--- src/rtl/source_char_streamer.sv ---
// ============================================================================
// Module   : source_char_streamer
// Brief    : Reads assembly text from a synchronous BRAM, strips comments and
//            CRs, collapses whitespace and streams one normalized line at a time.
// Revision : 1.0  initial release
// ============================================================================
`default_nettype none

module source_char_streamer #(
  parameter int ADDR_WIDTH  = 12,
  parameter int MEM_LATENCY = 2   // must be >= 1
) (
  input  logic                  clk_in,
  input  logic                  rst_n_in,
  input  logic                  start_in,
  input  logic                  stall_in,
  output logic [ADDR_WIDTH-1:0] mem_addr_out,
  input  logic [7:0]            mem_data_in,
  output logic [7:0]            ascii_out,
  output logic                  new_character_out,
  output logic                  valid_data_out,
  output logic                  line_done_out,
  output logic [15:0]           line_number_out,
  output logic                  file_done_out,
  output logic                  error_out,
  output logic                  busy_out
);

  localparam logic [3:0] c_s_idle       = 4'd0;
  localparam logic [3:0] c_s_fetch      = 4'd1;
  localparam logic [3:0] c_s_wait       = 4'd2;
  localparam logic [3:0] c_s_classify   = 4'd3;
  localparam logic [3:0] c_s_emit_space = 4'd4;
  localparam logic [3:0] c_s_emit_char  = 4'd5;
  localparam logic [3:0] c_s_line_term  = 4'd6;
  localparam logic [3:0] c_s_line_end   = 4'd7;
  localparam logic [3:0] c_s_done       = 4'd8;
  localparam logic [3:0] c_s_error      = 4'd9;

  localparam logic [ADDR_WIDTH-1:0] c_last_addr = '1;
  localparam logic [ADDR_WIDTH-1:0] c_addr_one  = {{(ADDR_WIDTH-1){1'b0}}, 1'b1};
  localparam logic [7:0]            c_wait_last = 8'(MEM_LATENCY - 1);

  logic [3:0]            r_state;
  logic [3:0]            w_next_state;
  logic [ADDR_WIDTH-1:0] r_addr;
  logic [7:0]            r_wait_cnt;
  logic [7:0]            r_byte;
  logic [15:0]           r_line_number;
  logic                  r_line_nonempty;
  logic                  r_pending_space;
  logic                  r_last_was_comma;
  logic                  r_in_comment;
  logic                  r_eof;
  logic                  r_file_done;
  logic                  r_error;

  logic        w_last;
  logic        w_is_nul;
  logic        w_is_nl;
  logic        w_is_hash;
  logic        w_is_cr;
  logic        w_is_ws;
  logic        w_is_comma;
  logic        w_is_print;
  logic        w_discard;
  logic        w_emit_state;
  logic        w_fetch_state;
  logic        w_accept_start;
  logic [3:0]  w_end_target;
  logic [15:0] w_line_next;

  assign w_last     = (r_addr == c_last_addr);
  assign w_is_nul   = (mem_data_in == 8'h00);
  assign w_is_nl    = (mem_data_in == 8'h0A);
  assign w_is_hash  = (mem_data_in == 8'h23);
  assign w_is_cr    = (mem_data_in == 8'h0D);
  assign w_is_ws    = (mem_data_in == 8'h20) || (mem_data_in == 8'h09);
  assign w_is_comma = (mem_data_in == 8'h2C);
  assign w_is_print = (mem_data_in >= 8'h21) && (mem_data_in <= 8'h7E);

  // Bytes that produce no output and leave the line open
  assign w_discard = r_in_comment || w_is_hash || w_is_cr || w_is_ws;

  assign w_end_target = r_line_nonempty ? c_s_line_term : c_s_done;
  assign w_line_next  = (r_line_number == 16'hFFFF) ? r_line_number
                                                    : r_line_number + 16'd1;

  assign w_accept_start = start_in && ((r_state == c_s_idle) ||
                                       (r_state == c_s_done) ||
                                       (r_state == c_s_error));

  always_comb begin
    w_next_state = r_state;
    case (r_state)
      c_s_idle, c_s_done, c_s_error: begin
        if (start_in) w_next_state = c_s_fetch;
      end
      c_s_fetch: w_next_state = c_s_wait;
      c_s_wait: begin
        if (r_wait_cnt == c_wait_last) w_next_state = c_s_classify;
      end
      c_s_classify: begin
        if (w_is_nul) begin
          w_next_state = w_end_target;
        end else if (w_is_nl) begin
          if (r_line_nonempty) w_next_state = c_s_line_term;
          else                 w_next_state = w_last ? c_s_done : c_s_fetch;
        end else if (w_discard) begin
          w_next_state = w_last ? w_end_target : c_s_fetch;
        end else if (w_is_comma) begin
          w_next_state = c_s_emit_char;
        end else if (w_is_print) begin
          w_next_state = r_pending_space ? c_s_emit_space : c_s_emit_char;
        end else begin
          w_next_state = c_s_error;
        end
      end
      c_s_emit_space: begin
        if (!stall_in) w_next_state = c_s_emit_char;
      end
      c_s_emit_char: begin
        if (!stall_in) w_next_state = r_eof ? c_s_line_term : c_s_fetch;
      end
      c_s_line_term: begin
        if (!stall_in) w_next_state = c_s_line_end;
      end
      c_s_line_end: w_next_state = r_eof ? c_s_done : c_s_fetch;
      default:      w_next_state = c_s_idle;
    endcase
  end

  always_ff @(posedge clk_in or negedge rst_n_in) begin
    if (!rst_n_in) begin
      r_state          <= c_s_idle;
      r_addr           <= '0;
      r_wait_cnt       <= 8'd0;
      r_byte           <= 8'd0;
      r_line_number    <= 16'd0;
      r_line_nonempty  <= 1'b0;
      r_pending_space  <= 1'b0;
      r_last_was_comma <= 1'b0;
      r_in_comment     <= 1'b0;
      r_eof            <= 1'b0;
      r_file_done      <= 1'b0;
      r_error          <= 1'b0;
    end else begin
      r_state <= w_next_state;
      case (r_state)
        c_s_idle, c_s_done, c_s_error: begin
          if (w_accept_start) begin
            r_addr           <= '0;
            r_line_number    <= 16'd1;
            r_line_nonempty  <= 1'b0;
            r_pending_space  <= 1'b0;
            r_last_was_comma <= 1'b0;
            r_in_comment     <= 1'b0;
            r_eof            <= 1'b0;
            r_file_done      <= 1'b0;
            r_error          <= 1'b0;
          end
        end
        c_s_fetch: r_wait_cnt <= 8'd0;
        c_s_wait:  r_wait_cnt <= r_wait_cnt + 8'd1;
        c_s_classify: begin
          r_byte <= mem_data_in;
          r_addr <= r_addr + c_addr_one;
          r_eof  <= r_eof | w_is_nul | w_last;
          if (w_is_nul) begin
            r_eof <= 1'b1;
          end else if (w_is_nl) begin
            r_in_comment <= 1'b0;
            // An empty line never reaches LINE_END, so it is counted here
            if (!r_line_nonempty) r_line_number <= w_line_next;
          end else if (r_in_comment) begin
            r_in_comment <= 1'b1;
          end else if (w_is_hash) begin
            r_in_comment <= 1'b1;
          end else if (w_is_ws) begin
            if (r_line_nonempty && !r_last_was_comma) r_pending_space <= 1'b1;
          end else if (w_is_comma) begin
            r_pending_space <= 1'b0;
          end
        end
        c_s_emit_space: begin
          if (!stall_in) r_pending_space <= 1'b0;
        end
        c_s_emit_char: begin
          if (!stall_in) begin
            r_line_nonempty  <= 1'b1;
            r_pending_space  <= 1'b0;
            r_last_was_comma <= (r_byte == 8'h2C);
          end
        end
        c_s_line_end: begin
          r_line_nonempty  <= 1'b0;
          r_pending_space  <= 1'b0;
          r_last_was_comma <= 1'b0;
          r_in_comment     <= 1'b0;
          if (!r_eof) r_line_number <= w_line_next;
        end
        default: r_wait_cnt <= r_wait_cnt;
      endcase
      if ((r_state != c_s_done) && (w_next_state == c_s_done))
        r_file_done <= 1'b1;
      if ((r_state != c_s_error) && (w_next_state == c_s_error))
        r_error <= 1'b1;
    end
  end

  assign w_emit_state  = (r_state == c_s_emit_space) || (r_state == c_s_emit_char) ||
                         (r_state == c_s_line_term);
  assign w_fetch_state = (r_state == c_s_fetch) || (r_state == c_s_wait) ||
                         (r_state == c_s_classify);

  assign mem_addr_out      = r_addr;
  assign new_character_out = w_emit_state && !stall_in;
  assign ascii_out         = (r_state == c_s_emit_char) ? r_byte :
                             w_emit_state               ? 8'h20  : 8'h00;
  // A line's first character may be stalled; valid rises only when it is taken
  assign valid_data_out    = (w_emit_state && (r_line_nonempty || !stall_in)) ||
                             (w_fetch_state && r_line_nonempty);
  assign line_done_out     = (r_state == c_s_line_end);
  assign line_number_out   = r_line_number;
  assign file_done_out     = r_file_done;
  assign error_out         = r_error;
  assign busy_out          = (r_state != c_s_idle) && (r_state != c_s_done) &&
                             (r_state != c_s_error);

endmodule

`default_nettype wire

--- config.mk ---
export PLATFORM = sky130hd
export DESIGN_NAME = source_char_streamer
export DESIGN_NICKNAME = d
export VERILOG_FILES = /design/src/rtl/source_char_streamer.sv
export SDC_FILE = /design/constraint.sdc
export NUM_CORES = 1
export LEC_CHECK = 0
export CAP_MARGIN = 5
export CELL_PAD_IN_SITES_DETAIL_PLACEMENT = 1
export CELL_PAD_IN_SITES_GLOBAL_PLACEMENT = 1
export CORE_ASPECT_RATIO = 1.5
export CORE_MARGIN = 2
export CORE_UTILIZATION = 30
export CTS_BUF_LIST = sky130_fd_sc_hd__clkbuf_4 sky130_fd_sc_hd__clkbuf_8
export DETAILED_ROUTE_END_ITERATION = 6
export PLACE_DENSITY_LB_ADDON = 0.3
export SLEW_MARGIN = 20
export SYNTH_ARGS = -nofsm -noshare
export SYNTH_HDL_FRONTEND = slang
export SYNTH_SLANG_ARGS = --single-unit
--- constraint.sdc ---
create_clock -name clk_in -period 5.54 [get_ports clk_in]
set_clock_uncertainty 0.05 [all_clocks]
set_input_delay 1.662 -clock clk_in [delete_from_list [all_inputs] [get_ports clk_in]]
set_output_delay 1.662 -clock clk_in [all_outputs]
set_load 0.05 [all_outputs]
==> results.md, run 1 <==
* Status: finished, final reports clean
* Mean area per synthesized cell at 8.41 µm²
* DRT antenna net count at 0
* Power per Cell Area at 372 nW/µm²
* Grt total ovfl at 0
* Net Switching at just under 700 µW
* Clk slew on worst S/H paths at 100 ps
* Hold-fix buffers, CTS at 0
* GRT met3 Usage at under 10%
* Setup WS post-layout at ~550 ps
* Vias at approximately 3100
* Die height at between 100 and 150 µm
* Mapped Cells at 380
* Peak VDD IR at 0.137 mV
* Clk network pwr share at 17.6%
* First-pass GRT wire length at around 15 mm
* Final slew viol count at 0
* Final nets at 443
* FMAX at approximately 200 MHz
* Routed vias/inst at 5.34
* Post-synth EDFFs at 0
* Met2 Use GR at a little under a third
* Post-synth top area cell: dfrtp_1
* Post-Synthesis Net Count at 396
* Max-Cap Viols at 0
* Finished Layout Cells at between 500 and 600
* Area Overhead vs Synth at 23.8%
* Fill count at between 1000 and 1500
* Core Region at between 10000 and 15000 µm²
* CP max FO at 8
* Setup repair bufs after CTS at 0
* Register area at roughly 1400 µm²
* Hold WC Path Type: register to register
* Final period util at approximately 90%
* Synthesis Warnings at 0
* HPWL Detailed at just under 7 mm
* Sw frac at 45.8%
* Gr busiest metal: met2
* Ant. Diodes at 0
* Layout cells sized above 1 at between 4 and 5%
* Final instance area at 3960 µm²
* Syn Std Cell Area at approximately 3200 µm²
* Leak pwr at 0.00167 µW
* Critical Path RT at 3830 ps
* Yosys reg bits at 55
* Std-Cell Rows at between 40 and 50
* Ports at 54
* CTS Root Cell: clkbuf_8
* Wire length per cell at about 16 µm
* Setup TNS Final at 0 ps
* CTS sink count at 55
* Dpl cell area at approximately 3900 µm²
* Pin count of the biggest net entering global routing at between 50 and 60
* Sequential power share at 38.6%
* Num CTS Buffers at 5
* H-tree Lvls at 2
* Pre-CTS WS at 567 ps
* Worst-margin pin slew at 816 ps
* Number of global-route vias before repair at between 3000 and 4000
* Die area at approximately 12000 µm²
* Final hold violations at 0
* 1st-iter DRT viols at approximately 110
* Final Setup Violations at 0
* RSZ-0062 raised after global routing: false
* Synth top area share at 43.1%
* Ys flop type: dfrtp_1
* Starting Density at between 30% and 40%
* Post-synthesis sequential area ratio at between 40% and 50%
* Final RePlAce weighted congestion at 0.762
* Rel. slew slack at between 40% and 50%
* Initial antenna violation count at 0
* Combinational power share at a little over two fifths
* CP Class: input pin to primary output
* # DRC at 0
* Startpoint Class: input pin
* CTS resizes at 0
* Ys async rst share at 100%
* CP endpoint kind: primary output
* All-layer global routing usage at 16.7%
* Worst-skew pair later-pin latency at approximately 330 ps
* Post-synthesis cell type count at 54
* CTS Buffer Depth at 2
* Count of buffers from port buffering at 53
* Arr. time, crit path at 3270 ps
* Worst Hold Margin at around 440 ps
* CTS tree: built
* Die W at slightly below 90 µm
* Tmin final at ~5000 ps
* Multi-input gate area at roughly 1700 µm²
* Cell count after placement at 564
* DRT Wirelength at approximately 9.3 mm
* Area contributors post-synth: dfrtp_1 43%, o21ai_0 7.5%, nand2_1 7.4%, nor2_1 3.9%, nand2b_1 2.7%
* DRT Pass-1 Iters at 4
* Pint at roughly 800 µW
* Reg2reg setup slack at 2950 ps
* Met1 usage at about a fifth
-- cell type report --
cell class / count / share of cell area [%]
inverters: 5 / 0.474
clock buffers: 7 / 2.43
flip-flops and latches: 55 / 34.8
repair buffers: 56 / 13.8
clock inverters: 1 / 0.190
well taps: 144 / 4.55
multi-input cells: 304 / 43.8
-- cells in the final DEF (no fill, tap or decap), drive strengths merged, types with 3 or more instances in the layout --
| cell | n |
|---|---|
| o21ai | 49 |
| nor3 | 8 |
| and2 | 11 |
| or4b | 3 |
| dfrtp | 55 |
| nand2 | 63 |
| o211ai | 4 |
| nor2b | 5 |
| clkdlybuf4s50 | 51 |
| nand2b | 14 |
| and3 | 12 |
| nand4 | 8 |
| ha | 4 |
| nor4 | 5 |
| nand3 | 15 |
| inv | 5 |
| a21oi | 11 |
| nor2 | 33 |
| o31ai | 11 |
| mux2i | 4 |
| buf | 5 |
| clkbuf | 7 |
| a31oi | 9 |
-- synth_stat cells (2+ instances only) --
master	count
ha_1	4
or4_1	2
xor2_1	2
a21oi_1	11
and2_1	11
a31oi_1	9
and4_1	2
o31ai_1	11
inv_1	5
mux2_2	2
mux2i_1	4
o211ai_1	4
nor2_1	33
nor2b_1	5
o21ai_0	48
and3_1	12
o2bb2ai_1	2
nand3_1	15
nor4_1	4
and3b_1	2
nor3_1	8
dfrtp_1	55
nand2b_1	14
nand2_1	63
nand4_1	7
nand3b_1	2
clkbuf_1	14
o32ai_1	2
or4b_2	2
-- sequential cells by signal (all words and copies together) (netlist names) --
name              cells
r_wait_cnt            8
mem_addr_out         12
r_eof                 1
line_number_out      16
r_byte                8
r_state               4
file_done_out         1
r_last_was_comma      1
r_line_nonempty       1
r_in_comment          1
error_out             1
r_pending_space       1
-- per-layer routing --
| metal | vias up | part of all wire (%) |
|---|---|---|
| li1 | 1468 | - |
| met4 | 0 | 2.0 |
| met5 | - | 0 |
| met2 | 56 | 53 |
| met1 | 1516 | 43 |
| met3 | 14 | 2.6 |
-- power groups by stage --
stage	combinational [µW]	sequential, µW	clock, µW
after detailed placement	649	577	0
final	644	569	260
after global routing	713	584	288
after global placement	637	575	0
after CTS	653	570	270
after floorplan	427	578	0
-- stage by stage --
stage                     total power (µW)  utilization [%]
final                                 1470             37.8
after CTS                             1490             37.8
after global routing                  1590             37.8
after detailed placement              1230             36.8
after floorplan                       1000                -
after global placement                1210             36.8
-- worst paths after layout --
kind                                             from                        endpoint  depth (start not counted)
worst max-delay path                         stall_in               new_character_out                          3
worst min-delay path            r_byte[3]$_DFFE_PN0P_           r_byte[3]$_DFFE_PN0P_                          2
worst max register to register   r_state[0]$_DFF_PN0_  line_number_out[6]$_DFFE_PN0P_                          7
worst min register to register  r_byte[3]$_DFFE_PN0P_           r_byte[3]$_DFFE_PN0P_                          2
max in group asynchronous                    rst_n_in     r_pending_space$_DFFE_PN0P_                          2
min in group asynchronous                    rst_n_in       r_wait_cnt[4]$_DFFE_PN0P_                          2
-- critical path, cell delays in order --
cell	delay [ps]
clkdlybuf4s50_1	520
nor3b_1	250
clkdlybuf4s50_1	830
-- cell families after synthesis --
group | after synthesis | synth area share, %
AOI/OAI and AO/OA | 101 | 19.3
xor gates and xnor gates | 3 | 0.822
and+or+nand+nor | 190 | 30.6
buffers and inverters | 21 | 2.70
muxes | 6 | 1.96
adders and majority gates | 4 | 1.57
DFF | 55 | 43.1
(Power assumes the default switching activity.)
==> run 2, diff against run 1 <==
CORE_MARGIN = 5   (was 2)
==> run 2 against run 1 <==
Effect of this change: critical endpoint unchanged; die area grew 12%; worst hold slack lost 13 ps; power grew 0.19%; routed wire length grew 0.64%; final area is the same; combinational power is essentially flat; highest routed layer unchanged.
==> results.md, run 2 (synthesis results as in run 1) <==
* DRT Pass-1 Iters at 4
* CTS tree: built
* Final Setup Violations at 0
* Leak pwr at between 0.0015 and 0.002 µW
* Most frequent cells in the layout: 63 x nand2_1, 55 x dfrtp_1, 51 x clkdlybuf4s50_1, 48 x o21ai_0, 33 x nor2_1
* Setup repair bufs after CTS at 0
* CTS Root Cell: clkbuf_8
* Final hold violations at 0
* Std-Cell Rows at 46
* RSZ-0062 raised after global routing: false
* All-layer global routing usage at ~15%
* CTS sink count at 55
* Worst-skew pair later-pin latency at approximately 320 ps
* CP max FO at 8
* Starting Density at a little under a third
* Startpoint Class: input pin
* Die area at around 13000 µm²
* Critical Path RT at between 3000 and 4000 ps
* Layout cells sized above 1 at 4.91%
* CP max stage delay at ~830 ps
* Max reg flops at 16
* Die height at 136 µm
* Clk slew on worst S/H paths at around 100 ps
* HPWL Detailed at between 6 and 7 mm
* Status: finished, final reports clean
* Ant. Diodes at 0
* Arr. time, crit path at 3270 ps
* Rel. slew slack at a little under half
* Count of buffers from port buffering at 53
* CP top delay family: buffers and inverters
* Ports at 54
* CP endpoint kind: primary output
* Fill count at 1272
* Routed vias/inst at 5.29
* Final RePlAce weighted congestion at 0.782
* Area Overhead vs Synth at 23.8%
* Critical-path top delay cell: clkdlybuf4s50_1
* # DRC at 0
* CTS resizes at 0
* Num CTS Buffers at 5
* Final slew viol count at 0
* Grt total ovfl at 0
* CP Class: input pin to primary output
* Vias at just over 3000
* Setup TNS Final at 0 ps
* DRT Wirelength at about 9.3 mm
* Initial antenna violation count at 0
* Hold WC Path Type: register to register
* DRT antenna net count at 0
* Tmin final at between 4000 and 5000 ps
* Hold Startpoint: r_byte[3]$_DFFE_PN0P_
* Pin count of the biggest net entering global routing at 56
* Dpl cell area at approximately 3900 µm²
* Die W at ~94 µm
* Hold-fix buffers, CTS at 0
* Critical Path Source: stall_in
* First-pass GRT wire length at between 15 and 20 mm
* Critical path cell sequence: clkdlybuf4s50_1 > nor3b_1 > clkdlybuf4s50_1
* Reg2reg start: r_state[0]$_DFF_PN0_
* Most common cell after layout, fill and taps aside: nand2_1
* Total power draw at roughly 1500 µW
* Core Region at 10500 µm²
* Wire length per cell at roughly 16 µm
* Peak VDD IR at about 0.14 mV
* 1st-iter DRT viols at 119
* H-tree Lvls at 2
* Multi-input gate area at approximately 1700 µm²
* Worst path bufs/invs at 2
* Final period util at between 80% and 90%
* Power per Cell Area at around 370 nW/µm²
* Worst-margin pin slew at just under 800 ps
* FMAX at 201 MHz
* Final nets at about 440
* Max-Cap Viols at 0
* Final instance area at between 3000 and 4000 µm²
* CTS Buffer Depth at 2
* Register area at roughly 1400 µm²
* Number of global-route vias before repair at about 3200
* CP most frequent cell: clkdlybuf4s50_1
run 2: cell type report:
| type | count | area share, % |
|---|---|---|
| Multi-Input combinational cell | 304 | 43.8 |
| Timing Repair Buffer | 56 | 13.8 |
| Inverter | 5 | 0.474 |
| Sequential cell | 55 | 34.8 |
| Tap cell | 144 | 4.55 |
| Clock buffer | 8 | 2.62 |
run 2: final timing paths:
path / to / slack, ps / cells past startpoint
worst max-delay path: new_character_out / 560 / 3
worst min-delay path: r_byte[3]$_DFFE_PN0P_ / 430 / 2
worst max register to register: line_number_out[6]$_DFFE_PN0P_ / 2960 / 7
worst min register to register: r_byte[3]$_DFFE_PN0P_ / 430 / 2
max in group asynchronous: r_byte[7]$_DFFE_PN0P_ / 3510 / 2
min in group asynchronous: r_wait_cnt[5]$_DFFE_PN0P_ / 1400 / 2
run 2: through the flow:
stage	worst slack, ps	utilization, %	cells	hold WS (ps)
detailed placement	564	36.6	564	409
finish	562	37.6	572	430
CTS	552	37.6	572	434
global placement	580	36.6	564	406
floorplan	962	-	380	387
global route	497	37.6	572	472
run 2: worst min-delay path, delay by kind of cell, from the launching register on:
family	cells	cell delay (ps)
flops	1	350
simple gates	2	100
run 2: report_power, final:
part	internal, µW	switching (µW)	total, µW
combinational	215	431	647
clock	120	140	260
sequential	468	101	570
run 2: per-layer routing:
metal	vias to the layer above	global-route usage [%]	wire length [µm]
li1	1466	-	-
met3	11	2.27	199
met5	-	0	0
met1	1498	17.7	4010
met2	50	28.2	4910
met4	0	5.70	206
==> run 3, diff against run 2 <==
DONT_BUFFER_PORTS = 1   (was unset)
PLACE_DENSITY = 0.61   (was unset)
PLACE_DENSITY_LB_ADDON = unset   (was 0.3)
==> run 3 against run 2 <==
Effect of this change: sequential share of layout area up 5.4 points; largest cell class unchanged; sequential power up 10%; first-iteration DRC count up 0.84%; critical endpoint is now valid_data_out; clock power down 7%.
==> results.md, run 3 (synthesis results as in run 1) <==
* Status: finished, final reports clean
* Worst-skew pair later-pin latency at between 300 and 400 ps
* Clk network pwr share at 17.5%
* Pin count of the biggest net entering global routing at 56
* Critical path cell sequence: nor2b_1 > nor3_2
* Min-Delay Path Depth at 2
* Worst path bufs/invs at 0
* Final RePlAce weighted congestion at between 0.7 and 0.8
* Setup TNS Final at 0 ps
* Max-Cap Viols at 0
* DRT antenna net count at 0
* CTS Root Cell: clkbuf_8
* Hold WC Path Type: register to register
* Ant. Diodes at 0
* Critical-path top delay cell: nor3_2
* Die area at about 13000 µm²
* Std-Cell Rows at between 40 and 50
* Area Overhead vs Synth at 7.09%
* Setup repair bufs after CTS at 0
* CP Class: input pin to primary output
* CP max stage delay at 690 ps
* First-pass GRT wire length at approximately 16 mm
* Final nets at 389
* Die height at roughly 140 µm
* DRT Pass-1 Iters at 4
* Met1 usage at between 10% and 20%
* CP top delay family: simple AND/OR/NAND/NOR gates
* Critical Path RT at around 3800 ps
* Worst-margin pin slew at ~1100 ps
* Routed vias/inst at between 5 and 6
* All-layer global routing usage at between 10% and 20%
* Hold-fix buffers, CTS at 0
* Grt total ovfl at 0
* HPWL Detailed at 6.87 mm
* Initial antenna violation count at 0
* H-tree Lvls at 2
* Gr busiest metal: met2
* CTS tree: built
* Die W at approximately 94 µm
* FMAX at 239 MHz
* CP max FO at 8
* CTS resizes at 0
* Net Switching at ~660 µW
* Sequential power share at a little under half
* Clk slew on worst S/H paths at 100 ps
* GRT met3 Usage at roughly 3.3%
* Number of global-route vias before repair at around 3000
* Final Setup Violations at 0
* DRT Wirelength at 9.43 mm
* Combinational power share at around 37%
* Starting Density at between 30 and 40%
* Peak VDD IR at roughly 0.15 mV
* Most common cell after layout, fill and taps aside: nand2_1
* Wire length per cell at ~18 µm
* Layout cells sized above 1 at ~5.3%
* Vias at between 2000 and 3000
* 1st-iter DRT viols at 120
* Critical Path Stages at 2
* Power per Cell Area at ~400 nW/µm²
* Pint at between 700 and 800 µW
* Num CTS Buffers at 5
* R2R cell count at 7
* Final period util at 75.4%
* Startpoint Class: input pin
* Met2 Use GR at around 28%
* RSZ-0062 raised after global routing: false
* Core Util, Final at 32.5%
* Final slew viol count at 0
* Ports at 54
* Final hold violations at 0
* Max reg flops at 16
* Core Region at 10500 µm²
* CP endpoint kind: primary output
* Dpl cell area at about 3300 µm²
* # DRC at 0
* Leak pwr at ~0.0015 µW
* Sw frac at a little under half
* Most frequent cells in the layout: 63 x nand2_1, 55 x dfrtp_1, 48 x o21ai_0, 33 x nor2_1, 15 x nand3_1
* CTS sink count at 55
* CTS Buffer Depth at 2
* Final instance area at ~3400 µm²
* Rel. slew slack at roughly 27%
* Tmin final at ~4200 ps
* Count of buffers from port buffering at 0
* Arr. time, crit path at 2470 ps
* Worst Hold Margin at approximately 440 ps
* Fill count at around 1300
[run 3: layer usage]
layer / routed length (µm) / vias up
met4: 154 / 0
met1: 3890 / 1471
li1: - / 1355
met2: 5010 / 53
met5: 0 / -
met3: 376 / 10
[run 3: final cells by class]
type                       instances  area (µm²)  area share, %
tap                              144         180           5.27
timing repair buffer               2        15.0          0.439
multi-input combinational        304        1740           50.9
inverter                           5        18.8          0.548
clock inverter                     1        5.00          0.146
sequential                        55        1380           40.2
clock buffer                       7        83.8           2.45
[run 3: stage by stage]
stage,setup WS [ps],std cells,total power [µW]
2_1_floorplan,962,380,1000
3_3_place_gp,1350,510,1140
3_5_place_dp,1350,510,1160
4_1_cts,1350,518,1400
5_1_grt,1280,518,1480
6_report,1360,518,1380
[run 3: path summary, 6_finish.rpt]
kind | start | end | slack [ps]
max | stall_in | valid_data_out | 1360
min | r_byte[3]$_DFFE_PN0P_ | r_byte[3]$_DFFE_PN0P_ | 440
max reg2reg | r_state[3]$_DFF_PN0_ | line_number_out[15]$_DFFE_PN0P_ | 2880
min reg2reg | r_byte[3]$_DFFE_PN0P_ | r_byte[3]$_DFFE_PN0P_ | 440
max in group asynchronous | rst_n_in | r_byte[3]$_DFFE_PN0P_ | 4370
min in group asynchronous | rst_n_in | line_number_out[3]$_DFFE_PN0P_ | 970
[run 3: power groups by stage]
stage / combinational [µW] / clock (µW) / sequential [µW]
6_report: 513 / 242 / 629
3_5_place_dp: 519 / 0 / 638
3_3_place_gp: 510 / 0 / 635
5_1_grt: 578 / 261 / 645
4_1_cts: 521 / 251 / 630
2_1_floorplan: 427 / 0 / 578
